[config.mk]
export PLATFORM = sky130hd
export DESIGN_NAME = decoder_select_sequencer
export DESIGN_NICKNAME = d
export VERILOG_FILES = /design/src/rtl/decoder_seq_pkg.sv /design/src/rtl/decoder_select_sequencer_dwell_counter.sv /design/src/rtl/decoder_select_sequencer.sv
export SDC_FILE = /design/constraint.sdc
export NUM_CORES = 1
export LEC_CHECK = 0
export ABC_AREA = 1
export CAP_MARGIN = 40
export CORE_MARGIN = 5
export CORE_UTILIZATION = 41
export DETAILED_ROUTE_END_ITERATION = 10
export PLACE_DENSITY_LB_ADDON = 0.08
export SLEW_MARGIN = 40
export SYNTH_ARGS = -nofsm -noshare
export SYNTH_HDL_FRONTEND = slang
export SYNTH_SLANG_ARGS = --single-unit
[constraint.sdc]
create_clock -name clk -period 1.36 [get_ports clk]
set_input_delay 0.272 -clock clk [delete_from_list [all_inputs] [get_ports clk]]
set_output_delay 0.272 -clock clk [all_outputs]
set_load 0.02 [all_outputs]
[src/rtl/decoder_seq_pkg.sv]
`default_nettype none
// ============================================================================
// Module   : decoder_seq_pkg
// Purpose  : Shared types and constants for the decoder select sequencer.
//            FSM state encoding, code width and count, direction values,
//            and a helper that steps a code by +/-1 modulo NUM_CODES.
// Revision : 1.0 - initial release
// ============================================================================
package decoder_seq_pkg;

  localparam int CODE_W    = 3;
  localparam int NUM_CODES = 8;

  localparam logic DIR_UP   = 1'b0;
  localparam logic DIR_DOWN = 1'b1;

  typedef enum logic [1:0] {
    IDLE = 2'd0,
    RUN  = 2'd1,
    DONE = 2'd2
  } state_t;

  // Natural 3-bit wrap provides the modulo-8 behaviour in both directions.
  function automatic logic [CODE_W-1:0] next_code(input logic [CODE_W-1:0] code,
                                                  input logic              dir);
    return (dir == DIR_DOWN) ? code - 3'd1 : code + 3'd1;
  endfunction

endpackage
`default_nettype wire

[src/rtl/decoder_select_sequencer_dwell_counter.sv]
`default_nettype none
// ============================================================================
// Module   : dwell_counter
// Purpose  : Counts 0..DWELL-1 while enabled and flags the last dwell cycle.
// Ports    : clk    - rising-edge clock
//            rst    - synchronous active-high reset
//            clr    - synchronous clear back to 0
//            en     - count enable
//            expire - high during the last cycle of the dwell (combinational
//                     decode of the count, consumed only by the parent FSM)
// Revision : 1.0 - initial release
// ============================================================================
module dwell_counter #(
  parameter int CNT_W = 8,
  parameter int DWELL = 4
) (
  input  logic clk,
  input  logic rst,
  input  logic clr,
  input  logic en,
  output logic expire
);

  localparam logic [CNT_W-1:0] LAST = CNT_W'(DWELL - 1);

  logic [CNT_W-1:0] cnt_q;
  logic [CNT_W-1:0] cnt_d;

  assign expire = en && (cnt_q == LAST);

  always_comb begin
    cnt_d = cnt_q;
    if (clr) begin
      cnt_d = '0;
    end else if (en) begin
      cnt_d = expire ? '0 : cnt_q + 1'b1;
    end
  end

  always_ff @(posedge clk) begin
    if (rst) begin
      cnt_q <= '0;
    end else begin
      cnt_q <= cnt_d;
    end
  end

endmodule
`default_nettype wire

[src/rtl/decoder_select_sequencer.sv]
`default_nettype none
// ============================================================================
// Module   : decoder_select_sequencer
// Purpose  : Steps a 3-bit select code {a,b,c} through all 8 codes, holding
//            each for DWELL cycles, to drive a 3-to-8 decoder.
// Ports    : clk, rst           - clock, synchronous active-high reset
//            start, stop, dir   - launch / abort / direction (0 up, 1 down)
//            a, b, c            - registered select code (a = MSB)
//            valid, busy, done  - registered status; done is a 1-cycle pulse
// Config   : DECODER_SEQ_LOOP_EN - when defined, the sequence wraps back to
//            START_CODE after the 8th code and runs until stop/rst, pulsing
//            done on the first cycle of each new lap.
// Revision : 1.0 - initial release
// ============================================================================
module decoder_select_sequencer
  import decoder_seq_pkg::*;
#(
  parameter int DWELL      = 4,
  parameter int CNT_W      = 8,
  parameter int START_CODE = 0
) (
  input  logic clk,
  input  logic rst,
  input  logic start,
  input  logic stop,
  input  logic dir,
  output logic a,
  output logic b,
  output logic c,
  output logic valid,
  output logic busy,
  output logic done
);

  localparam logic [CODE_W-1:0] START    = START_CODE[CODE_W-1:0];
  localparam logic [CODE_W-1:0] LAST_STEP = CODE_W'(NUM_CODES - 1);

  state_t            state_q, state_d;
  logic [CODE_W-1:0] code_q,  code_d;
  logic [CODE_W-1:0] step_q,  step_d;
  logic              dir_q,   dir_d;
  logic              valid_q, valid_d;
  logic              busy_q,  busy_d;
  logic              done_q,  done_d;

  logic in_run;
  logic expire;

  assign in_run = (state_q == RUN);

  // Counter is held at 0 outside RUN so each pass starts with a full dwell;
  // clearing on stop keeps it aligned even though the FSM also leaves RUN.
  dwell_counter #(
    .CNT_W (CNT_W),
    .DWELL (DWELL)
  ) u_dwell (
    .clk    (clk),
    .rst    (rst),
    .clr    (!in_run || stop),
    .en     (in_run),
    .expire (expire)
  );

  always_comb begin
    state_d = state_q;
    code_d  = code_q;
    step_d  = step_q;
    dir_d   = dir_q;
    valid_d = valid_q;
    busy_d  = busy_q;
    done_d  = 1'b0;

    case (state_q)
      IDLE: begin
        if (start && !stop) begin
          state_d = RUN;
          code_d  = START;
          step_d  = '0;
          dir_d   = dir;
          valid_d = 1'b1;
          busy_d  = 1'b1;
        end
      end

      RUN: begin
        if (stop) begin
          state_d = IDLE;
          code_d  = '0;
          step_d  = '0;
          valid_d = 1'b0;
          busy_d  = 1'b0;
        end else if (expire) begin
          if (step_q == LAST_STEP) begin
`ifdef DECODER_SEQ_LOOP_EN
            // New lap: done lands on the first cycle of the restarted code.
            code_d = START;
            step_d = '0;
            done_d = 1'b1;
`else
            state_d = DONE;
            code_d  = '0;
            step_d  = '0;
            valid_d = 1'b0;
            busy_d  = 1'b0;
            done_d  = 1'b1;
`endif
          end else begin
            code_d = next_code(code_q, dir_q);
            step_d = step_q + 1'b1;
          end
        end
      end

      DONE: begin
        state_d = IDLE;
      end

      default: begin
        state_d = IDLE;
        code_d  = '0;
        step_d  = '0;
        valid_d = 1'b0;
        busy_d  = 1'b0;
      end
    endcase
  end

  always_ff @(posedge clk) begin
    if (rst) begin
      state_q <= IDLE;
      code_q  <= '0;
      step_q  <= '0;
      dir_q   <= DIR_UP;
      valid_q <= 1'b0;
      busy_q  <= 1'b0;
      done_q  <= 1'b0;
    end else begin
      state_q <= state_d;
      code_q  <= code_d;
      step_q  <= step_d;
      dir_q   <= dir_d;
      valid_q <= valid_d;
      busy_q  <= busy_d;
      done_q  <= done_d;
    end
  end

  assign a     = code_q[2];
  assign b     = code_q[1];
  assign c     = code_q[0];
  assign valid = valid_q;
  assign busy  = busy_q;
  assign done  = done_q;

endmodule
`default_nettype wire
# Word-level counts from Yosys, hierarchy flattened
# Cells that the tools add are included.
[op_classes]
n_mux = 22
order_cmp = 0
shifts = 0
n_addsub = 4
n_eq_ne = 7
n_bitwise = 3
n_reduce_logical = 12
div = 0
multipliers = 0
[ops]
columns = ["op", "n"]
rows = [
  ["$mux W3", 8],
  ["$pmux W3 S3", 2],
  ["$add A8 B1 Y8 const B", 1],
  ["$eq A8 B2 Y1 const B", 1],
  ["$mux W2", 4],
  ["$mux W8", 1],
  ["$add A3 B1 Y3 const B", 2],
  ["$ne A3 B2 Y1 const B", 2],
  ["$reduce_and A3 Y1", 2],
  ["$mux W1", 5],
  ["$pmux W2 S2", 1],
  ["$reduce_and A4 Y1", 1],
  ["$reduce_or A4 Y1", 1],
  ["$eq A3 B3 Y1 const B", 1],
  ["$not A1 Y1", 3],
  ["$pmux W1 S3", 1],
  ["$sub A3 B1 Y3 const B", 1],
  ["$eq A2 B1 Y1 const B", 1],
  ["$eq A2 B2 Y1 const B", 1],
  ["$logic_and A1 B1 Y1", 2],
  ["$logic_not A1 Y1", 2],
  ["$logic_not A2 Y1", 1],
  ["$ne A2 B2 Y1 const B", 1],
  ["$reduce_and A2 Y1", 1],
  ["other kinds (2)", 2],
]
[word_totals]
regBits = 19
ram_bits = 0
latch_bits = 0
mem_bits_ro = 0
inputBits = 5
mem_count = 0

# Longest topological paths before layout
# Gate-level depths: netlist of run 1.
[depth]
ltp_word = 6
ltp_mapped = 9
depth_no_buf = 9

# Cells and area by module
# From an unflattened synthesis of run 1, not the netlist that was laid out.
[unflattened]
hier_cells = 146
hier_area_um2 = 1058.5
[modules_own_cells]
columns = ["module", "n_inst", "cells_each", "area_each_um2"]
rows = [
  ["decoder_select_sequencer", 1, 75, 608.1],
  ["dwell_counter", 1, 71, 450.4],
]

# Worst setup path before layout of run 1
# OpenSTA, ideal clock, no wires.
[synth_timing]
path_kind = "reg2reg"
startpoint = "register code_q[1]"
endpoint = "register code_q[2]"
required_ps = 1251
path_stages_with_launch = 10
path_slack_ps = 14
synth_period_minus_slack_ps = 1346
setup_ps = 109
n_path_buf = 0
arrival_ps = 1236
cell_sequence = "dfxtp_1 -> fa_1 -> inv_1 -> nand2_1 -> nand2_1 -> nand2_1 -> nand3_1 -> nand3_1 -> nand2_1 -> nor2_1"
[synth_between]
elab_chain_cells = 6
[synth_lines]
columns = ["element", "line", "source"]
rows = [
  ["from (decl)", "decoder_select_sequencer.sv:39", "logic [CODE_W-1:0] code_q, code_d;"],
  ["from (signal assigned)", "decoder_select_sequencer.sv:139", "code_q <= code_d;"],
  ["$add A3 B1 Y3 / $sub A3 B1 Y3 (equally long branches)", "decoder_seq_pkg.sv:26", "return (dir == DIR_DOWN) ? code - 3'd1 : code + 3'd1;"],
  ["$mux W3 (*)", "decoder_seq_pkg.sv:26", ""],
  ["$mux W3 (*)", "decoder_select_sequencer.sv:93", "if (step_q == LAST_STEP) begin"],
  ["$mux W3 (*)", "decoder_select_sequencer.sv:92", "end else if (expire) begin"],
  ["$mux W3 (*)", "decoder_select_sequencer.sv:86", "if (stop) begin"],
  ["$pmux W3 S3 (*)", "decoder_select_sequencer.sv:73", "case (state_q)"],
]
# Every way passes the cells marked *; elsewhere a longest branch is shown, timed or not. The select of a mux whose other input is x is not followed.
# A chain may end at the register's enable or synchronous reset.

# Worst setup path in the final report of run 1
# Ends and elaborated chain as after synthesis.

==> impl_metrics.ini, run 1 <==
[timing]
tightest_slew_ps = 232
final-hold-violation-count = 0
setup_viol = 0
whs_ps = 500
setup_slack_ps = 83.5
fin_setup_tns_ps = 0
grt_setup_unrepaired = true
fin_skew_ps = 12.8
fin_crit_ps = 1280
max_slew_margin_pct = 84.5
maxSlewViolCount = 0
max_freq_ghz = 0.783
min_period_over_period_pct = 93.9

[hold_path]
hold_start = u_dwell.cnt_q[7]$_SDFFE_PP0P_
holdPathEnd = u_dwell.cnt_q[7]$_SDFFE_PP0P_
hp-class = reg -> reg
holdPathStages = 2

[power]
p_int_mw = 0.754
clkPwrFrac_pct = 28.1
powerDensity_nw_per_um2 = 801
p_leak_nw = 0.587
p_sw_share_pct = 26.2
seqPwrFrac_pct = 57.4
switchingPower_mw = 0.268
pwr-share-comb_pct = 14.5
worst_ir_drop_vdd_mv = 0.469

[grt]
antenna_found_initial = 0
grt_pass1_wl_um = 3700
grt_pass1_vias = 886
gr-total-overflow = 0
grt_max_degree = 11
grt.total_usage_pct = 13.6

[setup_path]
cp_slowest_stage_delay_ps = 390
rrSetupSlack_ps = 80
path_max_fanout = 3
cp.required_ps = 1560
cp.arrival_ps = 1480
worstSetupPathType = reg -> reg
cp_slowest_cell = fa_2
end_kind = flop
r2r_end = code_q[2]$_SDFFE_PP0P_
crit_path_start_kind = flop
crit_top_cell = nand2_1
r2r_start = code_q[1]$_SDFFE_PP0P_
r2r_cells = 9
crit_chain = fa_2 -> inv_1 -> nand2_1 -> nand2_1 -> nand2_1 -> nand3_1 -> nand3_1 -> nand2_1 -> nor2_1

[die]
coreArea_um2 = 2250
io_pins = 11
die_h_um = 59.1
die_area_um2 = 3500
die_w_um = 59.1
rows = 17
initial_core_util_pct = 43.9

[detailed_routing]
routed_via_density = 4.68
wirelength_um = 2080
avgRoutedWirePerCell_um = 10.3
first_pass_iters = 4
num_vias = 940
first_iter_violations = 25
drc_errors = 0
ant_nets = 0

[placed_design]
place_hpwl_um = 1640
gp_congestion = 0.747
io_buffer_count = 10
dpl_worst_slack_ps = -123

[yosys]
ys_seq_elements = 19
synthesis.area_um2 = 990
syn_area_per_cell_um2 = 6.73
netlist_top_cells_area = dfxtp_1 38%, nand2_1 16%, inv_1 9.5%
yosys_warnings = 0
yosysTopAreaCellShare_pct = 38.4
ys_seq_area_share_pct = 38.4
synth_cells = 147
syn_nets = 156
yosysTopAreaCell = dfxtp_1
synth.distinct_cells = 17

[layout]
layout_common_cells = 39 x nand2_1, 25 x inv_1, 18 x nand3_1, 17 x nor2_1, 14 x dfxtp_1
fill_cells = 234
antennaDiodeCount = 0
area_growth_pct = 28.8
layout_commonest_cell = nand2_1
fin_nets = 183
drive_above_1_share_pct = 19.7

[clock_network]
root_buffer = clkbuf_4
path_clk_slew_ps = 110
h-tree-depth = 1
cts_hold_buf = 0
clk_latency_ps = 300
cts.path.max_buffers = 2
cts_tree = yes
cts_inserted_buffers = 3
cts_sinks = 19

[flow_run]
drv_cap = 0

[outcome]
outcome = finished, final reports clean
## power groups by stage
stage	Sequential (mW)	Clock, mW	Combinational (mW)
floorplan	0.605	0	0.0803
global placement	0.598	0	0.154
detailed placement	0.598	0	0.154
CTS	0.585	0.304	0.148
global route	0.589	0.328	0.169
finish	0.587	0.287	0.148
## Yosys cell counts
library cell / n
buf_4: 1
nor2_4: 1
nand4_1: 2
nor3_2: 2
nand2_4: 2
o21ai_0: 4
dfxtp_1: 19
nor3b_1: 1
ha_1: 3
inv_1: 25
nand2_2: 1
fa_1: 1
nor2_1: 19
a21oi_1: 6
nand2_1: 41
nor3_1: 1
nand3_1: 18
## per-layer routing
layer	up-vias	part of all wire (%)	track usage (%)
li1	511	-	-
met1	415	52	18.1
met2	12	43	20.7
met3	2	4.6	4.14
met4	0	1.1	4.85
met5	-	0	0
## how the worst max path moves through the flow
| stage | start | to |
|---|---|---|
| 6_report | code_q[1]$_SDFFE_PP0P_ | code_q[2]$_SDFFE_PP0P_ |
| 5_1_grt | code_q[1]$_SDFFE_PP0P_ | code_q[2]$_SDFFE_PP0P_ |
| 4_1_cts | code_q[1]$_SDFFE_PP0P_ | code_q[2]$_SDFFE_PP0P_ |
| 3_5_place_dp | stop | code_q[2]$_SDFFE_PP0P_ |
| 3_3_place_gp | stop | code_q[2]$_SDFFE_PP0P_ |
| 2_1_floorplan | code_q[1]$_SDFFE_PP0P_ | code_q[2]$_SDFFE_PP0P_ |
## what timing repair did
item,in CTS,in global routing
setup endpoints to repair,11,12
buffers inserted,0,1
pin swaps,0,6
resized for setup,9,13
## flip-flops by register name, indices dropped and copies added (netlist names)
name	count
done	1
code_q	3
u_dwell.cnt_q	8
busy	1
dir_q	1
state_q	2
step_q	3
## per-stage QoR
step           cell area, um^2  util, %  instances  power [mW]
6_report                  1270     56.5        201        1.02
5_1_grt                   1270     56.5        201        1.09
4_1_cts                   1230     54.7        200        1.04
3_5_place_dp              1210     53.6        196       0.752
3_3_place_gp              1210     53.6        196       0.752
2_1_floorplan              990        -        147       0.686
## area by class of cell
class | count | area (um^2) | share of cell area [%]
Timing Repair Buffer | 23 | 191 | 15.0
Sequential cell | 19 | 387 | 30.3
Inverter | 25 | 93.8 | 7.36
Clock buffer | 4 | 26.3 | 2.06
Tap cell | 28 | 35.0 | 2.75
Multi-Input combinational cell | 102 | 542 | 42.5
## cells by family (layout without fill, tap and decap cells)
group                    Yosys count  after routing  share of synthesized area, %
AO/OA/AOI/OAI                     10             10                          5.06
adder cells (fa/ha/maj)            4              4                          5.82
buffers and inverters             26             52                          10.2
flip-flops                        19             19                          38.4
AND/OR/NAND/NOR                   88             88                          40.5
## critical path: cells and delay by family, from the launching register on
kind	cells	cell delay [ps]
simple gates	7	400
flops	1	350
buf+inv	1	60
fa+ha+maj	1	390
No activity file was read; power rests on OpenSTA's default activity.
==> run 2, diff against run 1 <==
Settings changed: CORE_UTILIZATION 41 to 54, SLEW_MARGIN 40 to default.
==> impl_metrics.ini, run 2 (synthesis gave the netlist of run 1 again) <==
[detailed_routing]
wirelength_um = 1870
avgRoutedWirePerCell_um = 9.73
first_iter_violations = 10
first_pass_iters = 4
routed_via_density = 4.70
ant_nets = 0
drc_errors = 0
num_vias = 903

[setup_path]
cp_slowest_stage_delay_ps = 380
cp.required_ps = 1090
end_kind = output port
cpLargestDelayFamily = flip-flops
worstSetupPathType = reg -> out
crit_chain = dlygate4sd2_1
cp.arrival_ps = 1020
cp.depth = 1
r2r_cells = 9
cp_num_buf_inv = 1
path_max_fanout = 3
cp_slowest_cell = dfxtp_1
crit_path_start_kind = flop

[hold_path]
hp-class = reg -> reg
holdPathStages = 2

[clock_network]
cts_sinks = 19
path_clk_slew_ps = 100
root_buffer = clkbuf_4
cts_inserted_buffers = 3
cts_tree = yes
cts.path.max_buffers = 2
cts_hold_buf = 0
post-cts-setup-buffer-count = 0
h-tree-depth = 1
clk_latency_ps = 290

[layout]
layout_common_cells = 38 x nand2_1, 24 x inv_1, 18 x nand3_1, 17 x nor2_1, 15 x dfxtp_1
fin_nets = 177
fin_cells = 192
top_register = u_dwell.cnt_q
largest_reg_flops = 8
top_regs = u_dwell.cnt_q: 8 flops, code_q: 3 flops, step_q: 3 flops
layout_commonest_cell = nand2_1
drive_above_1_share_pct = 17.4
antennaDiodeCount = 0
area_growth_pct = 23.6

[die]
initial_core_util_pct = 57.3
die_area_um2 = 2790
rows = 15
die_h_um = 52.8
coreArea_um2 = 1730
io_pins = 11
die_w_um = 52.8

[placed_design]
gp_congestion = 0.816
io_buffer_count = 10
dpl_worst_slack_ps = -195
place_hpwl_um = 1510
dp_cells = 188

[timing]
fin_crit_ps = 1290
fin_setup_tns_ps = 0
setup_slack_ps = 67.1
maxSlewViolCount = 0
min_period_over_period_pct = 95.1
final-hold-violation-count = 0
setup_viol = 0
grt_setup_unrepaired = true
tightest_slew_ps = 224
max_freq_ghz = 0.773
fin_skew_ps = 2.57
max_slew_margin_pct = 85.0

[grt]
grt.total_usage_pct = 16.2
grt_pass1_vias = 874
grt_pass1_wl_um = 3320
antenna_found_initial = 0
grt_max_degree = 11
gr-total-overflow = 0

[power]
p_sw_share_pct = 26.1
pwr-share-comb_pct = 14.0
worst_ir_drop_vdd_mv = 0.522
clkPwrFrac_pct = 28.0
p_leak_nw = 0.560
seqPwrFrac_pct = 58.0
powerDensity_nw_per_um2 = 827
switchingPower_mw = 0.264
p_int_mw = 0.748
p_total_mw = 1.01

[flow_run]
drv_cap = 0

[outcome]
outcome = finished, final reports clean
## run 2: changes by cell type in the layout (fill, tap and decap cells not counted), sizes merged
cell and change:
buf -6
## run 2: final cells by class
type | count | area, um^2
timing repair buffer | 17 | 146
inverter | 25 | 93.8
clock buffer | 4 | 26.3
fill | 155 | 503
tap | 25 | 31.3
sequential | 19 | 385
multi-input combinational | 102 | 541
## run 2: what timing repair did
item	CTS	global route
resized for setup	9	13
setup endpoints to repair	10	12
pin swaps	0	2
## run 2: power groups by stage
stage	Clock [mW]	Combinational (mW)	Sequential [mW]
after floorplan	0	0.0803	0.605
after global placement	0	0.141	0.598
after detailed placement	0	0.143	0.598
after CTS	0.297	0.138	0.585
after global routing	0.331	0.162	0.589
final	0.284	0.142	0.586
## run 2: per-layer routing
metal	global-route usage (%)	routed length [um]	up-vias
li1	-	-	498
met1	16.7	833	391
met2	29.5	952	10
met3	3.70	43	4
met4	8.94	40	0
met5	0	0	-
## run 2: per-stage QoR
| stage | instance area, um^2 | utilization (%) | hold WS, ps |
|---|---|---|---|
| final | 1220 | 70.9 | 495 |
| after global routing | 1220 | 70.9 | 528 |
| after CTS | 1190 | 69.0 | 494 |
| after detailed placement | 1170 | 67.5 | 478 |
| after global placement | 1170 | 67.5 | 468 |
| after floorplan | 990 | - | 341 |
## run 2: worst paths after layout
path,start,end,slack [ps]
max,busy$_SDFFE_PP0P_,valid,70
min,u_dwell.cnt_q[7]$_SDFFE_PP0P_,u_dwell.cnt_q[7]$_SDFFE_PP0P_,490
max reg2reg,u_dwell.cnt_q[0]$_SDFFE_PP0P_,code_q[0]$_SDFFE_PP0P_,90
min reg2reg,u_dwell.cnt_q[7]$_SDFFE_PP0P_,u_dwell.cnt_q[7]$_SDFFE_PP0P_,490
